## config.mk

```make
export PLATFORM = sky130hd
export DESIGN_NAME = bus_drv_fifo_bank_flat
export DESIGN_NICKNAME = d
export VERILOG_FILES = /design/src/rtl/bus_drv_fifo_bank_pkg.sv /design/src/rtl/bus_drv_fifo_bank_if.sv /design/src/rtl/bus_drv_fifo_bank_ch.sv /design/src/rtl/bus_drv_fifo_bank.sv /design/src/flat_wrapper.sv
export SDC_FILE = /design/constraint.sdc
export NUM_CORES = 1
export LEC_CHECK = 0
export CORE_MARGIN = 2
export CORE_UTILIZATION = 35
export CTS_CLUSTER_DIAMETER = 50
export DETAILED_ROUTE_END_ITERATION = 8
export PLACE_DENSITY = 0.59
export SLEW_MARGIN = 15
export SYNTH_ARGS = -nofsm -noshare
export SYNTH_HDL_FRONTEND = slang
export SYNTH_SLANG_ARGS = --single-unit
```

## constraint.sdc

```tcl
create_clock -name clk -period 7.07 [get_ports clk]
set_input_delay 1.414 -clock clk [delete_from_list [all_inputs] [get_ports clk]]
set_output_delay 1.414 -clock clk [all_outputs]
set_load 0.03 [all_outputs]
```

## src/rtl/bus_drv_fifo_bank_pkg.sv

```systemverilog
// Shared types and helpers for the bus driver transmit FIFO bank.
package bus_fifo_pkg;

    typedef enum logic {
        DROP_NEW      = 1'b0,
        OVERWRITE_OLD = 1'b1
    } ovf_mode_e;

    // Width of an occupancy counter able to hold 0..depth.
    function automatic int cnt_w(input int depth);
        return $clog2(depth + 1);
    endfunction

endpackage

```

## src/rtl/bus_drv_fifo_bank_if.sv

```systemverilog
// Agent/bus side signal bundle of the FIFO bank, one lane per driver port.
interface bus_drv_fifo_bank_if
    import bus_fifo_pkg::*;
#(
    parameter int pckg_sz   = 16,
    parameter int deep_fifo = 8,
    parameter int drvrs     = 4
);
    localparam int CW = cnt_w(deep_fifo);

    logic [drvrs-1:0]              flush;
    logic [drvrs-1:0]              wr_en;
    logic [drvrs-1:0][pckg_sz-1:0] wr_data;
    logic [drvrs-1:0]              full;
    logic [drvrs-1:0]              pop;
    logic [drvrs-1:0][pckg_sz-1:0] D_pop;
    logic [drvrs-1:0]              pndng;
    logic [drvrs-1:0][CW-1:0]      count;
    logic [drvrs-1:0]              ovf_err;
    logic [drvrs-1:0]              udf_err;
    logic                          err_clr;

    modport master (
        output flush, wr_en, wr_data, pop, err_clr,
        input  full, D_pop, pndng, count, ovf_err, udf_err
    );

    modport slave (
        input  flush, wr_en, wr_data, pop, err_clr,
        output full, D_pop, pndng, count, ovf_err, udf_err
    );

endinterface

```

## src/rtl/bus_drv_fifo_bank_ch.sv

```systemverilog
// One FWFT transmit FIFO channel: storage, pointers, occupancy and sticky error flags.
module bus_drv_fifo_ch
    import bus_fifo_pkg::*;
#(
    parameter int        pckg_sz   = 16,
    parameter int        deep_fifo = 8,
    parameter ovf_mode_e OVF_MODE  = DROP_NEW,
    localparam int       CW        = cnt_w(deep_fifo)
) (
    input  logic               clk,
    input  logic               reset,
    input  logic               flush,
    input  logic               wr_en,
    input  logic [pckg_sz-1:0] wr_data,
    input  logic               pop,
    input  logic               err_clr,
    output logic               full,
    output logic               pndng,
    output logic [pckg_sz-1:0] d_pop,
    output logic [CW-1:0]      count,
    output logic               ovf_err,
    output logic               udf_err
);
    localparam int PW = $clog2(deep_fifo);

    logic [pckg_sz-1:0] mem [deep_fifo];
    logic [PW-1:0]      wr_ptr;
    logic [PW-1:0]      rd_ptr;
    logic               empty;
    logic               at_full;
    logic               do_pop;
    logic               do_wr;
    logic               rd_adv;
    logic               ovf_evt;
    logic               udf_evt;

    // Pointer increment with explicit wrap, so depth need not be a power of two.
    function automatic logic [PW-1:0] ptr_inc(input logic [PW-1:0] p);
        return (p == PW'(deep_fifo - 1)) ? '0 : p + 1'b1;
    endfunction

    // Decode this cycle's actions; flush masks all push/pop activity and error events.
    always_comb begin
        empty   = (count == '0);
        at_full = (count == CW'(deep_fifo));
        udf_evt = pop && empty && !flush;
        ovf_evt = wr_en && at_full && !pop && !flush;
        do_pop  = pop && !empty && !flush;
        do_wr   = wr_en && !flush && (!at_full || pop || (OVF_MODE == OVERWRITE_OLD));
        // Overwrite at full drags the read pointer along, dropping the oldest entry.
        rd_adv  = do_pop || (do_wr && at_full && !pop);
    end

    // Storage is deliberately left out of reset.
    always_ff @(posedge clk) begin
        if (do_wr) begin
            mem[wr_ptr] <= wr_data;
        end
    end

    // Pointers, occupancy and sticky flags; a set event beats err_clr.
    always_ff @(posedge clk or negedge reset) begin
        if (!reset) begin
            wr_ptr  <= '0;
            rd_ptr  <= '0;
            count   <= '0;
            ovf_err <= 1'b0;
            udf_err <= 1'b0;
        end else begin
            if (flush) begin
                wr_ptr <= '0;
                rd_ptr <= '0;
                count  <= '0;
            end else begin
                if (do_wr) begin
                    wr_ptr <= ptr_inc(wr_ptr);
                end
                if (rd_adv) begin
                    rd_ptr <= ptr_inc(rd_ptr);
                end
                if (do_wr && !rd_adv) begin
                    count <= count + 1'b1;
                end else if (!do_wr && rd_adv) begin
                    count <= count - 1'b1;
                end
            end
            if (ovf_evt) begin
                ovf_err <= 1'b1;
            end else if (err_clr) begin
                ovf_err <= 1'b0;
            end
            if (udf_evt) begin
                udf_err <= 1'b1;
            end else if (err_clr) begin
                udf_err <= 1'b0;
            end
        end
    end

    // Status and head data derive only from registered state.
    always_comb begin
        full  = at_full;
        pndng = !empty;
        d_pop = empty ? '0 : mem[rd_ptr];
    end

endmodule

```

## src/rtl/bus_drv_fifo_bank.sv

```systemverilog
// Multi-channel transmit FIFO bank: one independent channel per bus driver port.
module bus_drv_fifo_bank
    import bus_fifo_pkg::*;
#(
    parameter int        pckg_sz   = 16,
    parameter int        deep_fifo = 8,
    parameter int        drvrs     = 4,
    parameter ovf_mode_e OVF_MODE  = DROP_NEW
) (
    input  logic                clk,
    input  logic                reset,
    bus_drv_fifo_bank_if.slave  bus
);

    for (genvar i = 0; i < drvrs; i++) begin : g_ch
        bus_drv_fifo_ch #(
            .pckg_sz   (pckg_sz),
            .deep_fifo (deep_fifo),
            .OVF_MODE  (OVF_MODE)
        ) u_ch (
            .clk     (clk),
            .reset   (reset),
            .flush   (bus.flush[i]),
            .wr_en   (bus.wr_en[i]),
            .wr_data (bus.wr_data[i]),
            .pop     (bus.pop[i]),
            .err_clr (bus.err_clr),
            .full    (bus.full[i]),
            .pndng   (bus.pndng[i]),
            .d_pop   (bus.D_pop[i]),
            .count   (bus.count[i]),
            .ovf_err (bus.ovf_err[i]),
            .udf_err (bus.udf_err[i])
        );
    end

endmodule

```

## src/flat_wrapper.sv

```systemverilog
// flat-port wrapper written by rule: the top's interface ports become plain ports
module bus_drv_fifo_bank_flat import bus_fifo_pkg::*;
#(
    parameter int        pckg_sz   = 16,
    parameter int        deep_fifo = 8,
    parameter int        drvrs     = 4,
    parameter ovf_mode_e OVF_MODE  = DROP_NEW
)
  (clk, reset, bus_flush, bus_wr_en, bus_wr_data, bus_pop, bus_err_clr, bus_full, bus_D_pop, bus_pndng, bus_count, bus_ovf_err, bus_udf_err);
  bus_drv_fifo_bank_if #(.pckg_sz(pckg_sz), .deep_fifo(deep_fifo), .drvrs(drvrs)) bus_i ();
  input  logic clk;
  input  logic reset;
  input wire logic [$bits(bus_i.flush)-1:0] bus_flush;
  input wire logic [$bits(bus_i.wr_en)-1:0] bus_wr_en;
  input wire logic [$bits(bus_i.wr_data)-1:0] bus_wr_data;
  input wire logic [$bits(bus_i.pop)-1:0] bus_pop;
  input wire logic [$bits(bus_i.err_clr)-1:0] bus_err_clr;
  output wire logic [$bits(bus_i.full)-1:0] bus_full;
  output wire logic [$bits(bus_i.D_pop)-1:0] bus_D_pop;
  output wire logic [$bits(bus_i.pndng)-1:0] bus_pndng;
  output wire logic [$bits(bus_i.count)-1:0] bus_count;
  output wire logic [$bits(bus_i.ovf_err)-1:0] bus_ovf_err;
  output wire logic [$bits(bus_i.udf_err)-1:0] bus_udf_err;
  assign bus_i.flush = bus_flush;
  assign bus_i.wr_en = bus_wr_en;
  assign bus_i.wr_data = bus_wr_data;
  assign bus_i.pop = bus_pop;
  assign bus_i.err_clr = bus_err_clr;
  assign bus_full = bus_i.full;
  assign bus_D_pop = bus_i.D_pop;
  assign bus_pndng = bus_i.pndng;
  assign bus_count = bus_i.count;
  assign bus_ovf_err = bus_i.ovf_err;
  assign bus_udf_err = bus_i.udf_err;
  bus_drv_fifo_bank #(.pckg_sz(pckg_sz), .deep_fifo(deep_fifo), .drvrs(drvrs), .OVF_MODE(OVF_MODE)) u_core (.clk(clk), .reset(reset), .bus(bus_i));
endmodule
```

==> qor.yml, run 1 <==
status: "finished, final reports clean"
critPathCaptureType: "output pin"
drt_iter0_markers: 797
cp_num_buf_inv: 2
multi_input_area_um2: 5830
cts_resized: 0
r2r_cells: 10
drc: 0
n_fill_cell: 5651
grt_usage_pct: 14.6
seqCellArea_um2: 16600
placed_area_um2: 25600
crit_type: "flip-flop to output pin"
synthMuxAreaShare_pct: 15.9
hp-class: "flip-flop to flip-flop"
cts.htree.levels: 3
synth_top_family_by_area: "multiplexers"
fin_crit_sh_pct: 64.9
post_cts_buffers: 0
area_growth_pct: 22.5
synthSimpleGateAreaFrac_pct: 4.77
clockBufferDepth: 3
grt_max_degree: 49
rsz0062_at_grt: "false"
fin_setup_tns_ps: 0
min_path_cells: 2
clock_sinks: 560
numCtsBuffers: 70
core_area_um2: 64500
insertion_delay_ps: 590
max-cap-violations: 0
netlist_area_um2: 22800
fin_nets: 1515
clkTransAtPathRegs_ps: 50
synth_compound_area_share_pct: 2.11
yosysUniqueCellTypes: 52
wl_mm: 48.6
die_w_um: 259
crit_cells: 5
wl_per_cell_um: 21.0
grt_pass1_vias: 12089
hold_viol_final: 0
dieArea_um2: 67200
drive_above_1_share_pct: 22.2
final_max_slew_viol_count: 0
ys.flop_type: "edfxtp_1"
p_per_area_nw_per_um2: 359
setup_viol: 0
syn_inst: 1201
cts-root-buf: "clkbuf_16"
syn_area_per_cell_um2: 19.0
max_stage_delay_ps: 680
start_kind: "flip-flop"
fin_area_um2: 27900
synth_edf_count: 512
grt_overflow_total: 0
slowest_stage: "dfrtp_2"
yosysWarnings: 0
drtPass1Iterations: 5
cp.arrival_ps: 3170
ys_seq_elements: 560
antenna_found_initial: 1
critPathTopFamily: "buffers and inverters"
grt_pass1_wl_mm: 74.2
routed_via_density: 5.00
required_ps: 5660
dpl.hpwl_mm: 28.9
io_pins: 175
gp_congestion: 0.718
synthArstFlopShare_pct: 8.57
finClkSkew_ps: 30.7
vias: 11585
ir_drop_mv: 0.239
fmax_mhz: 218
fp.dieH_um: 259
path_cells: "buf_4, mux4_2, mux2i_1, nor2_1, clkdlybuf4s50_1"
portBuffers: 174
tightest_slew_ps: 1170
ys_seq_area_share_pct: 72.7
cts_hold_buffers: 0
crit_fanout: 20
synth_nets: 1308
start_util_pct: 35.4
timing.slew.headroom_pct: 21.8
n_antenna_cell: 0
p_leak_uw: 0.00902
ant_nets: 0
cts_tree: "built"
synthXorXnorAreaFrac_pct: 0.461
fin_crit_ps: 4590
row_count: 93
synthAdderAreaFrac_pct: 1.67
==> kinds of logic after synthesis <==
family,after synthesis
flops,560
simple gates,217
mux,203
buf+inv,112
compound gates,69
fa+ha+maj,28
xor+xnor,12
==> report_power, final <==
part / switching [uW] / total, uW / internal (uW)
Sequential: 204 / 3950 / 3740
Clock: 1370 / 3470 / 2110
Combinational: 1450 / 2610 / 1160
==> per-stage QoR <==
step / util (%) / hold slack [ps] / power (uW) / cells / setup slack, ps
floorplan: - / 486 / 5720 / 1201 / 3000
global placement: 39.8 / 506 / 6650 / 2191 / 2930
detailed placement: 39.8 / 514 / 6680 / 2191 / 2860
CTS: 43.3 / 525 / 10200 / 2315 / 2330
global route: 43.3 / 544 / 10500 / 2315 / 2250
finish: 43.3 / 521 / 10000 / 2315 / 2480
==> flip-flops by register name, summed over array words and instances, names as in the netlist <==
name and count:
u_core.g_ch.u_ch.udf_err 4, u_core.g_ch.u_ch.ovf_err 4, u_core.g_ch.u_ch.rd_ptr 12, u_core.g_ch.u_ch.count 16, u_core.g_ch.u_ch.mem 512, u_core.g_ch.u_ch.wr_ptr 12
==> placed cells by master, fill, tap and decap left out, types with 6 or more instances in the layout <==
cell type        instances
mux4_2                 128
a211oi_1                 9
xnor2_1                 12
clkbuf_16               72
clkdlybuf4s50_1        173
nand3b_1                 8
bufinv_16                6
edfxtp_1               512
clkbuf_1                11
clkinv_1                 9
o32ai_1                  6
ha_1                    24
nor2_1                  98
dfrtp_1                 39
nand2b_1                10
a31oi_1                  6
dfrtp_2                  9
nor3_2                  12
clkinvlp_4               7
clkinv_2                 6
o21ai_0                  8
nand2_1                 35
inv_1                   32
buf_4                   40
a21oi_1                 19
or3_1                    8
mux2i_1                 73
==> cell usage after synthesis (all sizes together), types with 2 or more instances <==
library cell / n / area share [%]
nor4: 10 / 0.37
xnor2: 12 / 0.46
nor3: 16 / 0.35
ha: 24 / 1.3
a21o: 3 / 0.099
nand2b: 10 / 0.27
nor2b: 2 / 0.055
or4: 2 / 0.066
dfrtp: 48 / 5.3
nor4b: 2 / 0.077
nor3b: 7 / 0.23
o211ai: 4 / 0.13
and2: 2 / 0.055
buf: 51 / 1.3
clkbuf: 28 / 0.46
nor2: 100 / 1.7
nand2: 35 / 0.58
mux4: 128 / 13
nand4b: 5 / 0.19
o32ai: 6 / 0.23
edfxtp: 512 / 67
o22ai: 2 / 0.055
a21oi: 19 / 0.42
mux2i: 73 / 3.2
o311a: 4 / 0.18
mux2: 2 / 0.099
nand3: 4 / 0.088
nand3b: 8 / 0.26
inv: 33 / 0.54
or4b: 2 / 0.12
fa: 4 / 0.35
or3b: 3 / 0.12
a211oi: 11 / 0.41
or3: 9 / 0.25
a31oi: 6 / 0.16
o21ai: 10 / 0.29
==> final cells by class <==
class / instances / area share [%]
Sequential cell: 560 / 59.4
Multi-Input combinational cell: 529 / 20.9
Timing Repair Buffer: 214 / 7.29
Clock buffer: 83 / 6.60
Tap cell: 855 / 3.83
Clock inverter: 41 / 1.59
Inverter: 33 / 0.443
==> worst reg2reg max path, stage by stage, from the launching register on <==
cell and delay (ps):
dfrtp_1 460, or3_1 450, nor2_2 700, inv_1 250, nand2_1 230, nand2_1 120
ha_1 300, a211oi_1 110, or4_1 530, a31oi_1 210, a21oi_1 90
==> worst paths after layout <==
| path | to | slack (ps) | from |
|---|---|---|---|
| setup / recovery | bus_D_pop[25] | 2480 | u_core.g_ch[1].u_ch.rd_ptr[0] |
| hold / removal | u_core.g_ch[1].u_ch.ovf_err | 520 | u_core.g_ch[1].u_ch.ovf_err |
| setup reg to reg | u_core.g_ch[3].u_ch.count[3] | 3480 | u_core.g_ch[3].u_ch.count[0] |
| hold reg to reg | u_core.g_ch[1].u_ch.ovf_err | 520 | u_core.g_ch[1].u_ch.ovf_err |
| max in group asynchronous | u_core.g_ch[3].u_ch.rd_ptr[0] | 5570 | reset |
| min in group asynchronous | u_core.g_ch[1].u_ch.udf_err | 970 | reset |
==> metal layers <==
layer / up-vias / wire (um) / share of wire (%) / global-route usage [%]
met1: 6053 / 21000 / 43 / 19.0
met2: 231 / 24200 / 50 / 24.4
met5: - / 16 / 0.033 / 0
met3: 79 / 2240 / 4.6 / 3.09
li1: 5220 / - / - / -
met4: 2 / 1050 / 2.2 / 4.85
No activity file was read; power rests on OpenSTA's default activity.
==> run 2, diff against run 1 <==
Settings changed: PLACE_DENSITY 0.59 to 0.61.
Clock period 7.07 ns to 3.93 ns, I/O delays scaled along.
==> run 2 against run 1 <==
Net effect:
- clock-buffer cell count grew 1
- flip-flop and latch count is the same
- register-to-register slack lost 2800 ps
- combinational power grew 84%
- non-clock buffer count grew 23
- first-iteration DRC count shrank 10%
- final area grew 0.74%
- sequential power grew 80%
- cell count grew 0.99%
- worst hold slack lost 270 ps
- core utilization grew 0.32 points
- setup slack lost 2300 ps
- critical endpoint is now bus_D_pop[48]
- largest cell class unchanged
==> qor.yml, run 2 (synthesis results as in run 1) <==
mostFrequentLayoutCells: "512 x edfxtp_1, 173 x clkdlybuf4s50_1, 128 x mux4_2, 98 x nor2_1, 73 x mux2i_1"  # unchanged
finClkSkew_ps: 27.5  # was 30.7 ps
numCtsBuffers: 70  # unchanged
routed_via_density: 5.01  # was 5.00
clock_sinks: 560  # unchanged
fin_nets: 1538  # was 1515
largest_register_ffs: 512  # unchanged
die_w_um: 259  # unchanged
tightest_slew_ps: 1150  # was 1170 ps
antenna_found_initial: 2  # was 1
core_area_um2: 64500  # unchanged
drive_above_1_share_pct: 23.2  # was 22.2%
gp_congestion: 0.703  # was 0.718
dpl_worst_slack_ps: 407  # was 2860 ps
ir_drop_mv: 0.461  # was 0.239 mV
grt_pass1_wl_mm: 74.6  # was 74.2 mm
timing.slew.headroom_pct: 23.5  # was 21.8%
drtPass1Iterations: 4  # was 5
grt_pass1_vias: 12406  # was 12089
insertion_delay_ps: 600  # was 590 ps
largestRegisters: "u_core.g_ch.u_ch.mem: 512 flops, u_core.g_ch.u_ch.count: 16 flops"  # unchanged
dieArea_um2: 67200  # unchanged
cts_tree: "built"  # unchanged
start_util_pct: 35.4  # unchanged
fin_crit_ps: 3700
fin_crit_sh_pct: 94.1
n_fill_cell: 5661  # was 5651
fin_ws_ps: 230  # was 2480 ps
grt_overflow_total: 0  # unchanged
row_count: 93  # unchanged
setup_viol: 0  # unchanged
critPathCaptureType: "output pin"  # unchanged
area_growth_pct: 23.5  # was 22.5%
clkTransAtPathRegs_ps: 50  # about the same
crit_fanout: 12  # was 20
cts-root-buf: "clkbuf_16"  # unchanged
fp.dieH_um: 259  # unchanged
p_per_area_nw_per_um2: 646  # was 359 nW/um2
fmax_mhz: 270
io_pins: 175  # unchanged
wl_mm: 48.6  # about the same
rsz0062_at_grt: "false"  # unchanged
hp-class: "input pin to async pin"  # was flip-flop to flip-flop
cp.arrival_ps: 2910  # was 3170 ps
clockBufferDepth: 3  # unchanged
drc: 0  # unchanged
cts_hold_buffers: 0  # unchanged
required_ps: 3140  # was 5660 ps
max_flop_register: "u_core.g_ch.u_ch.mem"  # unchanged
status: "finished, final reports clean"  # unchanged
grt_usage_pct: 14.6  # about the same
portBuffers: 174  # unchanged
wl_per_cell_um: 20.8  # was 21.0 um
dpl.hpwl_mm: 29.9  # was 28.9 mm
cts.htree.levels: 3  # unchanged
ant_nets: 0  # unchanged
crit_type: "flip-flop to output pin"  # unchanged
layout_commonest_cell: "edfxtp_1"  # unchanged
drt_iter0_markers: 714  # was 797
post-route-util_pct: 43.7  # was 43.3%
grt_max_degree: 36  # was 49
final_max_slew_viol_count: 0  # unchanged
p_leak_uw: 0.00917  # was 0.00902 uW
hold_viol_final: 0  # unchanged
max-cap-violations: 0  # unchanged
vias: 11706  # was 11585
start_kind: "flip-flop"  # unchanged
fin_setup_tns_ps: 0  # unchanged
## run 2: path summary, 6_finish.rpt
kind / slack, ps / start / depth (start not counted) / end
worst min-delay path: 250 / reset / 1 / u_core.g_ch[1].u_ch.count[1]
min in group clk: 520 / u_core.g_ch[1].u_ch.ovf_err / 2 / u_core.g_ch[1].u_ch.ovf_err
worst max register to register: 680 / u_core.g_ch[2].u_ch.count[0] / 10 / u_core.g_ch[2].u_ch.count[3]
max in group asynchronous: 2840 / reset / 2 / u_core.g_ch[0].u_ch.rd_ptr[0]
worst max-delay path: 230 / u_core.g_ch[3].u_ch.rd_ptr[0] / 5 / bus_D_pop[48]
worst min register to register: 520 / u_core.g_ch[1].u_ch.ovf_err / 2 / u_core.g_ch[1].u_ch.ovf_err
## run 2: per-layer routing
layer,share of wire (%),track usage (%)
met1,44,18.7
met2,49,24.7
met4,1.9,4.95
met3,5.0,3.26
met5,0.027,0
## run 2: layout make-up
class	instances	area [um2]	area share, %
antenna	1	2.50	0.00889
clock buffer	84	1830	6.49
clock inverter	39	450	1.60
inverter	33	124	0.440
multi-input combinational	529	5830	20.7
sequential	560	16600	58.9
tap	855	1070	3.80
timing repair buffer	237	2250	8.01
## run 2: repair_timing
| action | CTS | global route |
|---|---|---|
| resized for setup | 2 | 2 |
| setup endpoints to repair | 10 | 8 |
| setup buffers | 0 | 1 |
## run 2: stage by stage
stage	cell area, um2	hold WS (ps)	instances	total power, uW
floorplan	22800	486	1201	10300
global placement	25800	497	2213	12000
detailed placement	25800	508	2213	12100
CTS	28100	246	2336	18400
global route	28100	285	2338	19000
finish	28100	252	2338	18200
## run 2: critical path, stage by stage, from the launching register on
cell and delay, ps:
dfrtp_4 580, buf_4 250, mux4_2 520, mux2i_1 270, nor2_1 100, clkdlybuf4s50_1 600
## run 2: power breakdown
| part | internal [uW] | switching [uW] | total [uW] |
|---|---|---|---|
| Clock | 3820 | 2450 | 6270 |
| Sequential | 6740 | 364 | 7110 |
| Combinational | 2170 | 2630 | 4810 |
| Total | 12700 | 5450 | 18200 |
